## src/rtl/regfile_wb_scheduler_pkg.sv

```systemverilog
// Shared widths, arbiter state encoding and source-match helper for the writeback scheduler.
package regfile_wb_scheduler_pkg;

  localparam int unsigned RdWidth       = 5;
  localparam int unsigned RegisterWidth = 32;
  localparam int unsigned RegisterNum   = 32;

  typedef enum logic [0:0] {
    ArbPriLd  = 1'b0,
    ArbPriAlu = 1'b1
  } arb_state_e;

  // Source matches the register currently on the write port (never $0).
  function automatic logic src_hit(input logic [RdWidth-1:0] wb_rd,
                                   input logic [RdWidth-1:0] src);
    return (wb_rd == src) && (src != '0);
  endfunction

endpackage

```

## src/rtl/regfile_wb_scheduler_wb_scoreboard.sv

```systemverilog
// Per-register pending-write scoreboard with rs/rt lookup; $0 never reads busy.
module wb_scoreboard
  import regfile_wb_scheduler_pkg::*;
#(
  parameter int unsigned REG_NUM = RegisterNum
) (
  input  logic               i_clk,
  input  logic               i_rst_n,
  input  logic               i_set_vld,
  input  logic [RdWidth-1:0] i_set_rd,
  input  logic               i_clr_vld,
  input  logic [RdWidth-1:0] i_clr_rd,
  input  logic [RdWidth-1:0] i_wb_rd,
  input  logic [RdWidth-1:0] i_rs,
  input  logic [RdWidth-1:0] i_rt,
  output logic               o_rs_pend,
  output logic               o_rt_pend,
  output logic               o_rs_hit,
  output logic               o_rt_hit
);

  logic [REG_NUM-1:0] busy_d, busy_q;

  always_comb begin
    busy_d = busy_q;
    if (i_clr_vld) begin
      busy_d[i_clr_rd] = 1'b0;
    end
    // Applied after the clear so a newer producer keeps the entry pending.
    if (i_set_vld && (i_set_rd != '0)) begin
      busy_d[i_set_rd] = 1'b1;
    end
    busy_d[0] = 1'b0;
  end

  always_ff @(posedge i_clk or negedge i_rst_n) begin
    if (!i_rst_n) begin
      busy_q <= '0;
    end else begin
      busy_q <= busy_d;
    end
  end

  always_comb begin
    o_rs_pend = busy_q[i_rs];
    o_rt_pend = busy_q[i_rt];
    o_rs_hit  = src_hit(i_wb_rd, i_rs);
    o_rt_hit  = src_hit(i_wb_rd, i_rt);
  end

endmodule

```

## src/rtl/regfile_wb_scheduler.sv

```systemverilog
// Arbitrates ALU/load writeback onto the register-file write port with ALU anti-starvation.
// Define REGFILE_WB_FWD_EN to add forwarding outputs and drop the write-port stall term.
module regfile_wb_scheduler
  import regfile_wb_scheduler_pkg::*;
#(
  parameter int unsigned STARVE_LIMIT = 4,
  parameter int unsigned REG_NUM      = RegisterNum
) (
  input  logic                     i_clk,
  input  logic                     i_rst_n,
  input  logic                     i_issue_vld,
  input  logic [RdWidth-1:0]       i_issue_rd,
  input  logic [RdWidth-1:0]       i_rs,
  input  logic [RdWidth-1:0]       i_rt,
  output logic                     o_rs_busy,
  output logic                     o_rt_busy,
  input  logic                     i_alu_vld,
  input  logic [RdWidth-1:0]       i_alu_rd,
  input  logic [RegisterWidth-1:0] i_alu_data,
  output logic                     o_alu_rdy,
  input  logic                     i_ld_vld,
  input  logic [RdWidth-1:0]       i_ld_rd,
  input  logic [RegisterWidth-1:0] i_ld_data,
  output logic                     o_ld_rdy,
`ifdef REGFILE_WB_FWD_EN
  output logic                     o_rs_fwd,
  output logic                     o_rt_fwd,
  output logic [RegisterWidth-1:0] o_fwd_data,
`endif
  output logic [RdWidth-1:0]       o_rd,
  output logic [RegisterWidth-1:0] o_rd_data
);

  localparam int unsigned CntW = $clog2(STARVE_LIMIT + 1);

  arb_state_e               state_q;
  logic [CntW-1:0]          starve_cnt_q;
  logic [RdWidth-1:0]       rd_q;
  logic [RegisterWidth-1:0] rd_data_q;

  logic                     alu_gnt, ld_gnt, any_gnt, alu_blocked;
  logic [RdWidth-1:0]       gnt_rd;
  logic [RegisterWidth-1:0] gnt_data;

  always_comb begin
    alu_gnt     = i_alu_vld && ((state_q == ArbPriAlu) || !i_ld_vld);
    ld_gnt      = i_ld_vld && !alu_gnt;
    any_gnt     = alu_gnt || ld_gnt;
    alu_blocked = i_alu_vld && !alu_gnt;
    gnt_rd      = alu_gnt ? i_alu_rd : i_ld_rd;
    gnt_data    = alu_gnt ? i_alu_data : i_ld_data;
  end

  assign o_alu_rdy = alu_gnt;
  assign o_ld_rdy  = ld_gnt;

  always_ff @(posedge i_clk or negedge i_rst_n) begin
    if (!i_rst_n) begin
      state_q      <= ArbPriLd;
      starve_cnt_q <= '0;
      rd_q         <= '0;
      rd_data_q    <= '0;
    end else begin
      rd_q      <= any_gnt ? gnt_rd : '0;
      // Writes to $0 are accepted but never put data on the port.
      rd_data_q <= (any_gnt && (gnt_rd != '0)) ? gnt_data : '0;
      case (state_q)
        ArbPriLd: begin
          if (alu_gnt) begin
            starve_cnt_q <= '0;
          end else if (alu_blocked) begin
            starve_cnt_q <= starve_cnt_q + 1'b1;
            if (starve_cnt_q == CntW'(STARVE_LIMIT - 1)) begin
              state_q <= ArbPriAlu;
            end
          end
        end
        ArbPriAlu: begin
          if (alu_gnt) begin
            state_q      <= ArbPriLd;
            starve_cnt_q <= '0;
          end
        end
        default: begin
          state_q      <= ArbPriLd;
          starve_cnt_q <= '0;
        end
      endcase
    end
  end

  assign o_rd      = rd_q;
  assign o_rd_data = rd_data_q;

  logic rs_pend, rt_pend, rs_hit, rt_hit;

  wb_scoreboard #(
    .REG_NUM (REG_NUM)
  ) u_scoreboard (
    .i_clk     (i_clk),
    .i_rst_n   (i_rst_n),
    .i_set_vld (i_issue_vld),
    .i_set_rd  (i_issue_rd),
    .i_clr_vld (any_gnt),
    .i_clr_rd  (gnt_rd),
    .i_wb_rd   (rd_q),
    .i_rs      (i_rs),
    .i_rt      (i_rt),
    .o_rs_pend (rs_pend),
    .o_rt_pend (rt_pend),
    .o_rs_hit  (rs_hit),
    .o_rt_hit  (rt_hit)
  );

`ifdef REGFILE_WB_FWD_EN
  assign o_rs_fwd   = rs_hit;
  assign o_rt_fwd   = rt_hit;
  assign o_fwd_data = rd_data_q;
  assign o_rs_busy  = rs_pend;
  assign o_rt_busy  = rt_pend;
`else
  // The write-port term covers the cycle before the register file captures the value.
  assign o_rs_busy  = rs_pend | rs_hit;
  assign o_rt_busy  = rt_pend | rt_hit;
`endif

endmodule

```

## config.mk

```make
export PLATFORM = sky130hd
export DESIGN_NAME = regfile_wb_scheduler
export DESIGN_NICKNAME = d
export VERILOG_FILES = /design/src/rtl/regfile_wb_scheduler_pkg.sv /design/src/rtl/regfile_wb_scheduler_wb_scoreboard.sv /design/src/rtl/regfile_wb_scheduler.sv
export SDC_FILE = /design/constraint.sdc
export NUM_CORES = 1
export LEC_CHECK = 0
export ABC_AREA = 1
export CAP_MARGIN = 20
export CORE_ASPECT_RATIO = 0.6
export CORE_MARGIN = 4
export CORE_UTILIZATION = 40
export CTS_BUF_LIST = sky130_fd_sc_hd__clkbuf_4 sky130_fd_sc_hd__clkbuf_8
export DETAILED_ROUTE_END_ITERATION = 10
export HOLD_SLACK_MARGIN = 0.02
export PLACE_DENSITY = 0.76
export RECOVER_POWER = 50
export SYNTH_ARGS = -nofsm -noshare
export SYNTH_HDL_FRONTEND = slang
export SYNTH_SLANG_ARGS = --single-unit
```

## constraint.sdc

```tcl
create_clock -name i_clk -period 2.54 [get_ports i_clk]
set_clock_uncertainty 0.1 [all_clocks]
set_input_delay 0.635 -clock i_clk [delete_from_list [all_inputs] [get_ports i_clk]]
set_output_delay 0.635 -clock i_clk [all_outputs]
set_load 0.05 [all_outputs]
```

Yosys cells after proc, flatten, opt, wreduce, memory -nomap -nowiden
Cells that the tools add are included.
Widths: inputs -> output; s select.
Storage, ports and cells
  register bits after elaboration: 72
  bits of input ports: 94
  output and inout bits: 41
Cells by class
  add/subtract/negate cells: 1
  magnitude comparators: 6
  equal/unequal tests: 5
  muxes and demuxes: 23
  bitwise operators: 6
  reductions and logical operators: 18
Operators with widths (count)
  $mux 32: 4
  $and 32x32->32: 1
  $not 32->32: 1
  $or 32x32->32: 1
  $lt 5x6->1 const B: 4
  $reduce_bool 5->1: 4
  $bmux 1 s5: 2
  $demux 1 s5: 2
  $eq 5x5->1: 2
  $ge 5x1->1 const B: 2
  $mux 5: 2
  $logic_and 1x1->1: 9
  $mux 3: 3
  $mux 1: 8
  $pmux 3 s2: 1
  $add 3x1->3 const B: 1
  $eq 3x2->1 const B: 1
  $ne 3x3->1 const B: 1
  $logic_not 1->1: 2
  $logic_or 1x1->1: 2
  $ne 2x2->1 const B: 1
  $or 1x1->1: 2
  $pmux 1 s2: 1
  $reduce_and 2->1: 1
  $not 1->1: 1

Longest topological paths before layout
Gate-level depths: netlist of the first run.
  depth after elaboration: 13
  gate-level depth with buffers: 13
  depth with buffers taken out: 11

Cells and area by module
Synthesis of the first run repeated with hierarchy kept, for this count alone.
Unflattened totals
  cells, all modules: 588
  area total of the unflattened synthesis: 4150.2 um^2
Modules (own cells, without submodules)
  wb_scoreboard: times used 1, cells each 320, area each 2138.3 um^2, seq. area each 775.7 um^2
  regfile_wb_scheduler: times used 1, cells each 268, area each 2011.9 um^2, seq. area each 1026.0 um^2

Worst setup path before layout of the first run
No wires, ideal clock.
  kind: input -> output
  start point: input i_ld_vld
  end point: output o_ld_rdy
  data arrival time: 2034 ps
  required time: 1805 ps
  setup slack: -229 ps
  stages: 7
  cell sequence: nand2_2 -> nand2_4 -> buf_6 -> inv_2 -> buf_2 -> buf_2 -> nor2_1
On the way
  longest elaborated chain between the ends: 5
Ends and longest elaborated chain
  from (decl): line regfile_wb_scheduler.sv:21  | input logic i_ld_vld,
  $logic_not 1->1: line regfile_wb_scheduler.sv:46  | alu_gnt = i_alu_vld && ((state_q == ArbPriAlu) || !i_ld_vld);
  $logic_or 1x1->1: line regfile_wb_scheduler.sv:46
  $logic_and 1x1->1: line regfile_wb_scheduler.sv:46
  net o_alu_rdy: line regfile_wb_scheduler.sv:20  | output logic o_alu_rdy,
  $logic_not 1->1: line regfile_wb_scheduler.sv:47  | ld_gnt = i_ld_vld && !alu_gnt;
  $logic_and 1x1->1: line regfile_wb_scheduler.sv:47
  to (decl): line regfile_wb_scheduler.sv:24  | output logic o_ld_rdy,
The timed path passes the listed nets, and every way through them passes these cells.

Worst setup path in the final report of the first run
  start point: input i_ld_vld
  end point: output o_ld_rdy
On the way
  longest elaborated chain between the ends: 5
Ends and longest elaborated chain (line)
  $logic_not 1->1: regfile_wb_scheduler.sv:46
  $logic_or 1x1->1: regfile_wb_scheduler.sv:46
  $logic_and 1x1->1: regfile_wb_scheduler.sv:46
  $logic_not 1->1: regfile_wb_scheduler.sv:47
  $logic_and 1x1->1 *: regfile_wb_scheduler.sv:47
Every way passes the cells marked *; elsewhere a longest branch is shown, timed or not.

==> results of run 1 <==
## worst min path at each step
stage | startpoint | end | slack (ps)
floorplan | i_rst_n | o_rd[0] | 240
global placement | u_scoreboard.busy_q[30] | u_scoreboard.busy_q[30] | 360
detailed placement | u_scoreboard.busy_q[30] | u_scoreboard.busy_q[30] | 370
CTS | i_rst_n | o_rd_data[13] | 200
global route | u_scoreboard.busy_q[19] | u_scoreboard.busy_q[19] | 440
finish | u_scoreboard.busy_q[30] | u_scoreboard.busy_q[30] | 390
## power breakdown
group | total, mW | switching [mW] | internal, mW
sequential | 1.48 | 0.134 | 1.35
combinational | 1.29 | 0.780 | 0.507
clock | 1.11 | 0.441 | 0.673
## cells in the mapped netlist, drive strengths merged
cell and n:
a31oi 1, dfrtp 72, buf 11, nand2 266
o21ai 45, inv 85, nand4 1, o211ai 6
xor2 3, nand3 40, o22ai 2, a22o 1
nor2 68, a21oi 4, clkbuf 11, nor3 10
nor3b 1, o31ai 1, ha 2, xnor2 3
## sequential cells by signal, indices dropped and copies added, names as in the netlist
signal               cells
u_scoreboard.busy_q     31
starve_cnt_q             3
o_rd                     5
o_rd_data               32
state_q                  1
## through the flow
step | cells | worst slack (ps) | hold WS, ps | cell area (sq um) | utilization (%)
floorplan | 633 | -0.05906 | 239.4 | 4245 | -
global placement | 925 | -298.0 | 358.9 | 6081 | 60.27
detailed placement | 925 | -316.5 | 371.0 | 6081 | 60.27
CTS | 941 | 0.8087 | 196.2 | 6347 | 62.91
global route | 942 | 4.352 | 439.0 | 6341 | 62.85
finish | 942 | 69.63 | 391.2 | 6341 | 62.85
## logic make-up (layout without fill, tap and decap cells)
group,Yosys count,after routing,synth area share (%)
AND/OR/NAND/NOR,386,386,36.86
buffers and inverters,107,281,10.43
flip-flops,72,72,42.57
AO/OA/AOI/OAI,60,60,8.306
XOR/XNOR,6,6,1.242
adder cells (fa/ha/maj),2,2,0.5911
## per-layer routing
layer  share of wire, %  vias to the layer above  track usage [%]
li1                   -                     2268                -
met1                 45                     2093            31.57
met2                 44                      186            36.24
met3                8.9                       27            6.656
met4                2.0                        0            7.916
met5                  0                        -                0
## worst reg2reg max path: cells and delay by family (launching register included)
family	cells	cell delay, ps
buffers and inverters	3	430
and+or+nand+nor	4	480
AOI/OAI and AO/OA	2	600
DFF	1	330
## cell type report
type                    count  share of cell area [%]
clock buffers              10                   2.170
clock inverters             5                   1.657
inverters                  85                   5.071
multi-input cells         454                   31.81
flip-flops and latches     72                   28.41
well taps                 135                   2.664
repair buffers            181                   28.22
## what timing repair did
action	in CTS	in global routing
gates resized for setup	24	18
setup endpoints to repair	2	3
cloned	1	1
pin swaps	1	1
==> summary.txt, run 1 <==
Run status
  – Status: finished with violations
  – Failing checks: capacitance limit, slew limit

Clocking
  – Clock sink total: 72
  – Post-CTS setup buffer count: 0
  – Clock Pin Slew Worst Setup and Hold Paths: 70 ps
  – H-tree levels: 3
  – Root buf cell: clkbuf_8
  – CTS tree: done
  – Hold buffers post-CTS: 0
  – TritonCTS buffer count: 9
  – Worst skew pair latency: 350 ps
  – Clock buffer depth: 2

Timing
  – Setup violators final: 0
  – Slew Viols, Final: 73
  – Final Hold Vio Count: 0
  – Setup_tns: 0 ps
  – RSZ-0062 raised after global routing: false
  – Fmax: 404.8 MHz
  – Crit share post-route: 97.26%
  – Worst slew margin: -15.97%
  – Final min period: 2470 ps
  – Slew @ Worst Pin: 1740 ps

Placed design
  – Final HPWL DP: 11050 um
  – PortBufs: 134
  – Routability Congestion: 0.9501

Floorplanning
  – Initial Utilization: 41.95%
  – CORE AREA: 0.01009 sq mm
  – # IOs: 135
  – Die area: 0.01235 sq mm
  – FP Rows: 28
  – Die W: 140.8 um
  – Die height: 87.68 um

Pwr
  – Max VDD drop: 0.3045 mV
  – Leak: 3.272 nW
  – Final Total Pwr: 3.881 mW
  – PwrDens: 612.1 mW/mm^2

Setup path
  – Worst setup EP type: output pin
  – Slowest stage cell, crit path: clkdlybuf4s50_1
  – Crit path capture: o_ld_rdy
  – Critical path buffers and inverters: 3
  – Reg-to-Reg End: o_rd_data[21]
  – Worst path required time: 1800 ps
  – Cell family with most CP delay: buffers and inverters
  – R2r setup slk: 510 ps
  – Reg2reg start: state_q
  – Setup CP Type: in -> out
  – CP Cell Sequence: clkdlybuf4s50_1, nand2_1, nand2_4, inv_4, nor2_2, buf_12
  – R2R cell count: 9
  – Slowest cell delay on critical path: 490 ps
  – Critical Path AT: 1740 ps
  – Worst Setup Start Kind: input port
  – Cell count along the critical path: 6
  – CP max FO: 7
  – Crit path launch: i_ld_vld

GRT
  – First-pass GRT wire length: 22480 um
  – Largest net degree at the start of global routing: 73
  – Total congestion overflow: 0
  – Initial antenna violation count: 0
  – Vias in the first global route: 4496
  – GRT Util Overall: 23.30%

Finish
  – Synth-to-Final Area Change: 49.81%
  – Multi-input logic area: 0.002017 sq mm
  – Fillers: 874
  – Nets: 899
  – Antenna cell count: 0
  – Share of cells above drive strength 1: 12.89%
  – Most frequent cells in the layout: nand2_1 (265), clkdlybuf4s50_1 (116), inv_1 (79)
  – Most common cell after layout, fill and taps aside: nand2_1
  – Storage cell area: 0.001802 sq mm

Min path
  – Hold Path Depth: 2
  – Worst min-delay path class: reg -> reg

Route
  – Number of vias per cell: 4.856
  – Post-route ant nets: 0
  – Wirelength per Cell: 14.71 um
  – Drt drc: 0
  – DR pass1 iterations: 7
  – 1st-iter DRT viols: 464
  – Detailed Route WL: 13860 um
  – Via count: 4574

Yosys
  – Synth area leader: dfrtp_1
  – Post-synth cell types: 31
  – Synth Register Bits: 72
  – Mapped Cells: 633
  – Share of the synthesized area in the top cell type: 42.57%
  – Mapped Nets: 729
  – Synth top area cells: dfrtp_1 (43%), nand2_1 (23%), inv_1 (7.4%), nor2_1 (5.1%), nand3_1 (4.6%)
  – Synthesized area per cell: 6.687 sq um
  – Sequential-to-total area share from yosys stat: 42.57%
  – Syn Std Cell Area: 0.004233 sq mm
  – Yosys warnings: 0

Flow run
  – MaxCap Viol Count: 1
(Power assumes the default switching activity.)
==> run 2: changes to the inputs <==
Settings changed: PLACE_DENSITY 0.76 to default, PLACE_DENSITY_LB_ADDON from default to 0.1.
==> run 2 against run 1 <==
The flow still finishes with violations (capacitance limit, slew limit). Core utilization is 0.29 points lower. Final cell count rose by 0.21%. Cell area is 0.45% lower. Global-route usage up 0.50 points. Wire length increased by 3.7%. Sequential share of layout area rose by 0.13 points. Clock power fell by 6%. First-iteration DRC count is 15% lower. Register-to-register slack better by 70 ps. Hold slack gained 0.98 ps.
==> summary.txt, run 2 (synthesized netlist as in run 1, its figures left out) <==
Run status
  – Status: finished with violations
  – Failing checks: capacitance limit, slew limit

Clocking
  – Clock sink total: 72
  – Root buf cell: clkbuf_8
  – Worst skew pair latency: 360 ps
  – TritonCTS buffer count: 9
  – Clock Pin Slew Worst Setup and Hold Paths: 80 ps
  – CTS tree: done
  – H-tree levels: 3
  – Clock buffer depth: 2

Setup path
  – Critical path buffers and inverters: 3
  – CP max FO: 3
  – Setup CP Type: in -> out
  – Slowest stage cell, crit path: clkdlybuf4s50_1
  – CP Cell Sequence: clkdlybuf4s50_1, inv_1, nand3_1, o21ai_1, nand4_1, nand3_2, buf_12
  – Cell family with most CP delay: buffers and inverters
  – Critical Path AT: 1760 ps
  – Worst Setup Start Kind: input port
  – Worst setup EP type: output pin
  – Slowest cell delay on critical path: 520 ps
  – Worst path required time: 1800 ps

Timing
  – Final min period: 2496 ps
  – RSZ-0062 raised after global routing: false
  – Setup_tns: 0 ps
  – Crit share post-route: 98.26%
  – Worst slew margin: -18.63%
  – Final Hold Vio Count: 0
  – Slew Viols, Final: 73
  – Setup violators final: 0
  – Fmax: 400.7 MHz
  – Slew @ Worst Pin: 1780 ps

Finish
  – Multi-input logic area: 0.002017 sq mm
  – Max reg flops: 32
  – Most common cell after layout, fill and taps aside: nand2_1
  – Share of cells above drive strength 1: 13.10%
  – Final core occ: 62.56%
  – Design Area, Final: 0.006312 sq mm
  – Antenna cell count: 0
  – Most frequent cells in the layout: nand2_1 (264), clkdlybuf4s50_1 (111), inv_1 (78)
  – Fillers: 920
  – Storage cell area: 0.001802 sq mm
  – Synth-to-Final Area Change: 49.13%
  – Nets: 901

Floorplanning
  – Die area: 0.01235 sq mm
  – Die height: 87.68 um
  – CORE AREA: 0.01009 sq mm
  – FP Rows: 28
  – # IOs: 135
  – Initial Utilization: 41.95%
  – Die W: 140.8 um

GRT
  – Initial antenna violation count: 0
  – Vias in the first global route: 4268
  – First-pass GRT wire length: 22490 um
  – Total congestion overflow: 0
  – GRT Util Overall: 23.79%
  – Largest net degree at the start of global routing: 73

Pwr
  – Clock network fraction of total power: 27.1%
  – Switching Share: 36.42%
  – Flop pwr share: 39.0%
  – Internal Power: 2.437 mW
  – Sw power: 1.396 mW
  – Max VDD drop: 0.3095 mV
  – PwrDens: 607.3 mW/mm^2
  – Final Total Pwr: 3.834 mW
  – Leak: 3.271 nW
  – Combinational power share: 33.9%

Route
  – Post-route ant nets: 0
  – Detailed Route WL: 14370 um
  – Drt drc: 0
  – Via count: 4619
  – Wirelength per Cell: 15.23 um
  – 1st-iter DRT viols: 396
  – DR pass1 iterations: 6
  – Number of vias per cell: 4.893

Placed design
  – PortBufs: 134
  – Final HPWL DP: 11110 um
  – Area after DPL: 0.006038 sq mm
  – Routability Congestion: 0.9863

Flow run
  – MaxCap Viol Count: 1

Min path
  – Worst min-delay path class: reg -> reg
## run 2: metal layers
layer	track usage, %	part of all wire (%)
met1	34.18	47
met2	34.42	42
met3	8.347	9.6
met4	5.893	1.1
met5	0	0
## run 2: layout make-up
cell class,instances,area share [%]
Multi-Input combinational cell,454,31.95
Sequential cell,72,28.54
Timing Repair Buffer,183,28.17
Inverter,85,5.134
Tap cell,135,2.676
Clock buffer,11,2.299
Clock inverter,4,1.229
## run 2: through the flow
stage	hold slack (ps)	worst slack (ps)	instances
after floorplan	239.4	-0.05906	633
after detailed placement	365.4	-320.5	921
after global routing	396.6	7.936	944
after CTS	194.3	1.810	938
after global placement	358.2	-336.5	921
final	392.1	44.19	944
## run 2: worst paths after layout
| kind | from | to | slack, ps | cells after the start |
|---|---|---|---|---|
| max | i_rt[4] | o_rt_busy | 40 | 7 |
| min | u_scoreboard.busy_q[26] | u_scoreboard.busy_q[26] | 390 | 2 |
| max reg2reg | state_q | u_scoreboard.busy_q[19] | 580 | 11 |
| min reg2reg | u_scoreboard.busy_q[26] | u_scoreboard.busy_q[26] | 390 | 2 |
| max in group asynchronous | i_rst_n | starve_cnt_q[0] | 550 | 2 |
| min in group asynchronous | i_rst_n | o_rd_data[27] | 740 | 2 |
## run 2: worst reg2reg max path: stages (launching register included)
cell,delay [ps]
dfrtp_1,360
inv_1,70
nand2_2,70
nand2_4,90
buf_12,120
buf_12,120
nand2_1,60
o21ai_2,70
clkbuf_1,290
nand3_1,210
o21ai_0,230
nand2_1,70
## run 2: what timing repair did
item,4_1_cts,5_1_grt
pin swaps,3,4
buffers inserted,0,5
hold buffers,0,0
gates resized for setup,27,22
cloned,2,1
endpoints found under the setup margin,3,4
## run 2: power by group through the flow
stage	registers [mW]	clock network [mW]	logic (mW)
6_report	1.50	1.04	1.30
2_1_floorplan	1.63	0	0.539
5_1_grt	1.51	1.11	1.41
3_5_place_dp	1.51	0	1.27
3_3_place_gp	1.50	0	1.26
4_1_cts	1.49	1.05	1.28
==> run 3: changes to the inputs <==
Settings changed: CAP_MARGIN 20 to 40, CORE_MARGIN 4 to default.
==> run 3 against run 2 <==
The run still ends with capacitance limit, slew limit left. Via count down 1.8%. Die area decreased by 11%. Maximum frequency up 0.70%. Hold slack improved by 2.5 ps. Cell area is 1.8% lower. Final cell count down 0.85%. Critical path depth unchanged. Worst setup slack better by 17 ps. Sequential power is essentially flat. Core utilization decreased by 0.90 points. Non-clock buffer count fell by 9. Global-route usage is 1.8 points higher. Critical endpoint is now o_rs_busy. Largest power group unchanged.
==> summary.txt, run 3 (synthesized netlist as in run 1, its figures left out) <==
Timing
  – Crit share post-route: 97.58%
  – Final min period: 2478 ps
  – Slew Viols, Final: 73
  – Fmax: 403.5 MHz
  – Worst slew margin: -17.84%
  – Setup violators final: 0
  – RSZ-0062 raised after global routing: true
  – Final Hold Vio Count: 0
  – Slew @ Worst Pin: 1768 ps

Finish
  – Most common cell after layout, fill and taps aside: nand2_1
  – Final Non-Filler Cells: 936
  – Most frequent cells in the layout: nand2_1 (265), clkdlybuf4s50_1 (115), inv_1 (79)
  – Design Area, Final: 0.006200 sq mm
  – Max reg flops: 32
  – Share of cells above drive strength 1: 12.23%
  – Synth-to-Final Area Change: 46.47%
  – Nets: 892
  – Antenna cell count: 0
  – Final core occ: 61.66%

Setup path
  – Crit path launch: i_rs[1]
  – Worst setup EP type: output pin
  – Cell family with most CP delay: buffers and inverters
  – Setup CP Type: in -> out
  – Reg2reg start: state_q
  – Worst Setup Start Kind: input port
  – Slowest cell delay on critical path: 220 ps
  – Slowest stage cell, crit path: clkdlybuf4s15_2
  – Critical Path AT: 1740 ps
  – Critical path buffers and inverters: 3
  – CP max FO: 4
  – CP Cell Sequence: clkdlybuf4s15_2, buf_4, xor2_1, nor3b_2, o211ai_1, nand3_2, buf_12
  – Worst path required time: 1800 ps

Clocking
  – Clock sink total: 72
  – Clock buffer depth: 2
  – CTS tree: done
  – Worst skew pair latency: 340 ps
  – H-tree levels: 3
  – Root buf cell: clkbuf_8
  – Clock Pin Slew Worst Setup and Hold Paths: 70 ps
  – Post-CTS setup buffer count: 0
  – TritonCTS buffer count: 9

Route
  – Met1 WL: 6506 um
  – Detailed Route WL: 13130 um
  – Wirelength per Cell: 14.03 um
  – Max Used Layer: met4
  – Post-route ant nets: 0
  – Met3 routed WL: 952 um
  – Met2 routed WL: 5534 um
  – Via count: 4538
  – DR pass1 iterations: 5
  – Number of vias per cell: 4.848
  – Drt drc: 0
  – 1st-iter DRT viols: 368

Floorplanning
  – # IOs: 135
  – Die W: 134.8 um
  – FP Rows: 28
  – Die area: 0.01101 sq mm
  – Initial Utilization: 42.10%
  – CORE AREA: 0.01005 sq mm
  – Die height: 81.68 um

Run status
  – Status: finished with violations
  – Failing checks: capacitance limit, slew limit

Placed design
  – Area after DPL: 0.006023 sq mm
  – PortBufs: 134
  – Post-Place Cells: 919
  – Final HPWL DP: 10430 um
  – Routability Congestion: 0.9472

GRT
  – Total congestion overflow: 0
  – Largest net degree at the start of global routing: 73
  – Vias in the first global route: 4243
  – Initial antenna violation count: 0
  – GRT Util Overall: 25.55%
  – First-pass GRT wire length: 21330 um

Pwr
  – PwrDens: 581.1 mW/mm^2
  – Leak: 3.203 nW
  – Max VDD drop: 0.3258 mV
  – Final Total Pwr: 3.603 mW

Min path
  – Worst hold start: u_scoreboard.busy_q[31]
  – Worst min-delay path class: reg -> reg

Flow run
  – MaxCap Viol Count: 1
-- run 3: changes by cell type in the layout (fill, tap and decap cells not counted), moves of 2 or more --
cell	change
clkbuf_1	-2
clkdlybuf4s50_1	+4
clkinvlp_4	+2
buf_2	-3
bufinv_16	-2
dlygate4sd3_1	-3
buf_4	-4
-- run 3: where the power goes --
group          leakage [nW]  switching [mW]  internal (mW)
combinational          2.21           0.774          0.494
clock                0.0898           0.433          0.405
sequential            0.900           0.153           1.34
total                  3.20            1.36           2.24
-- run 3: what timing repair did --
item | in CTS | in global routing
gates cloned | 1 | 0
resized for setup | 26 | 17
hold buffers | 0 | 0
pin swaps | 3 | 2
endpoints found under the setup margin | 2 | 4
-- run 3: worst register-to-register path, stage by stage (launching register included) --
cell	delay [ps]
dfrtp_1	360
inv_1	60
nand2_1	90
nand2_4	140
buf_4	190
nand2_1	70
o21ai_2	110
nand3_1	260
o21ai_4	220
buf_12	220
nor2_1	80
-- run 3: layout make-up --
cell class | count | area (sq um)
sequential | 72 | 1802
fill | 933 | 3855
tap | 135 | 168.9
clock inverter | 4 | 28.78
clock buffer | 12 | 152.6
inverter | 85 | 321.6
timing repair buffer | 174 | 1712
multi-input combinational | 454 | 2014
-- run 3: routing by layer --
metal	vias to the layer above	global-route usage [%]
met5	-	0
met4	0	5.730
met3	19	6.049
met2	172	39.33
met1	2094	36.41
li1	2253	-
-- run 3: final timing paths --
check                                           to  slack [ps]  depth (start not counted)
setup reg to reg                     o_rd_data[15]         530                         10
hold reg to reg            u_scoreboard.busy_q[31]         390                          2
hold / removal             u_scoreboard.busy_q[31]         390                          2
min in group asynchronous            o_rd_data[15]         740                          2
max in group asynchronous          starve_cnt_q[1]         550                          2
setup / recovery                         o_rs_busy          60                          7
-- run 3: stage by stage --
step / setup WS, ps / setup TNS (ps) / hold slack [ps]
floorplan: -0.05906 / -0.05906 / 239.4
detailed placement: -286.9 / -4222 / 370.2
CTS: 0.5208 / 0 / 214.8
global route: -12.72 / -12.72 / 422.7
global placement: -313.3 / -3386 / 366.4
finish: 61.57 / 0 / 394.6
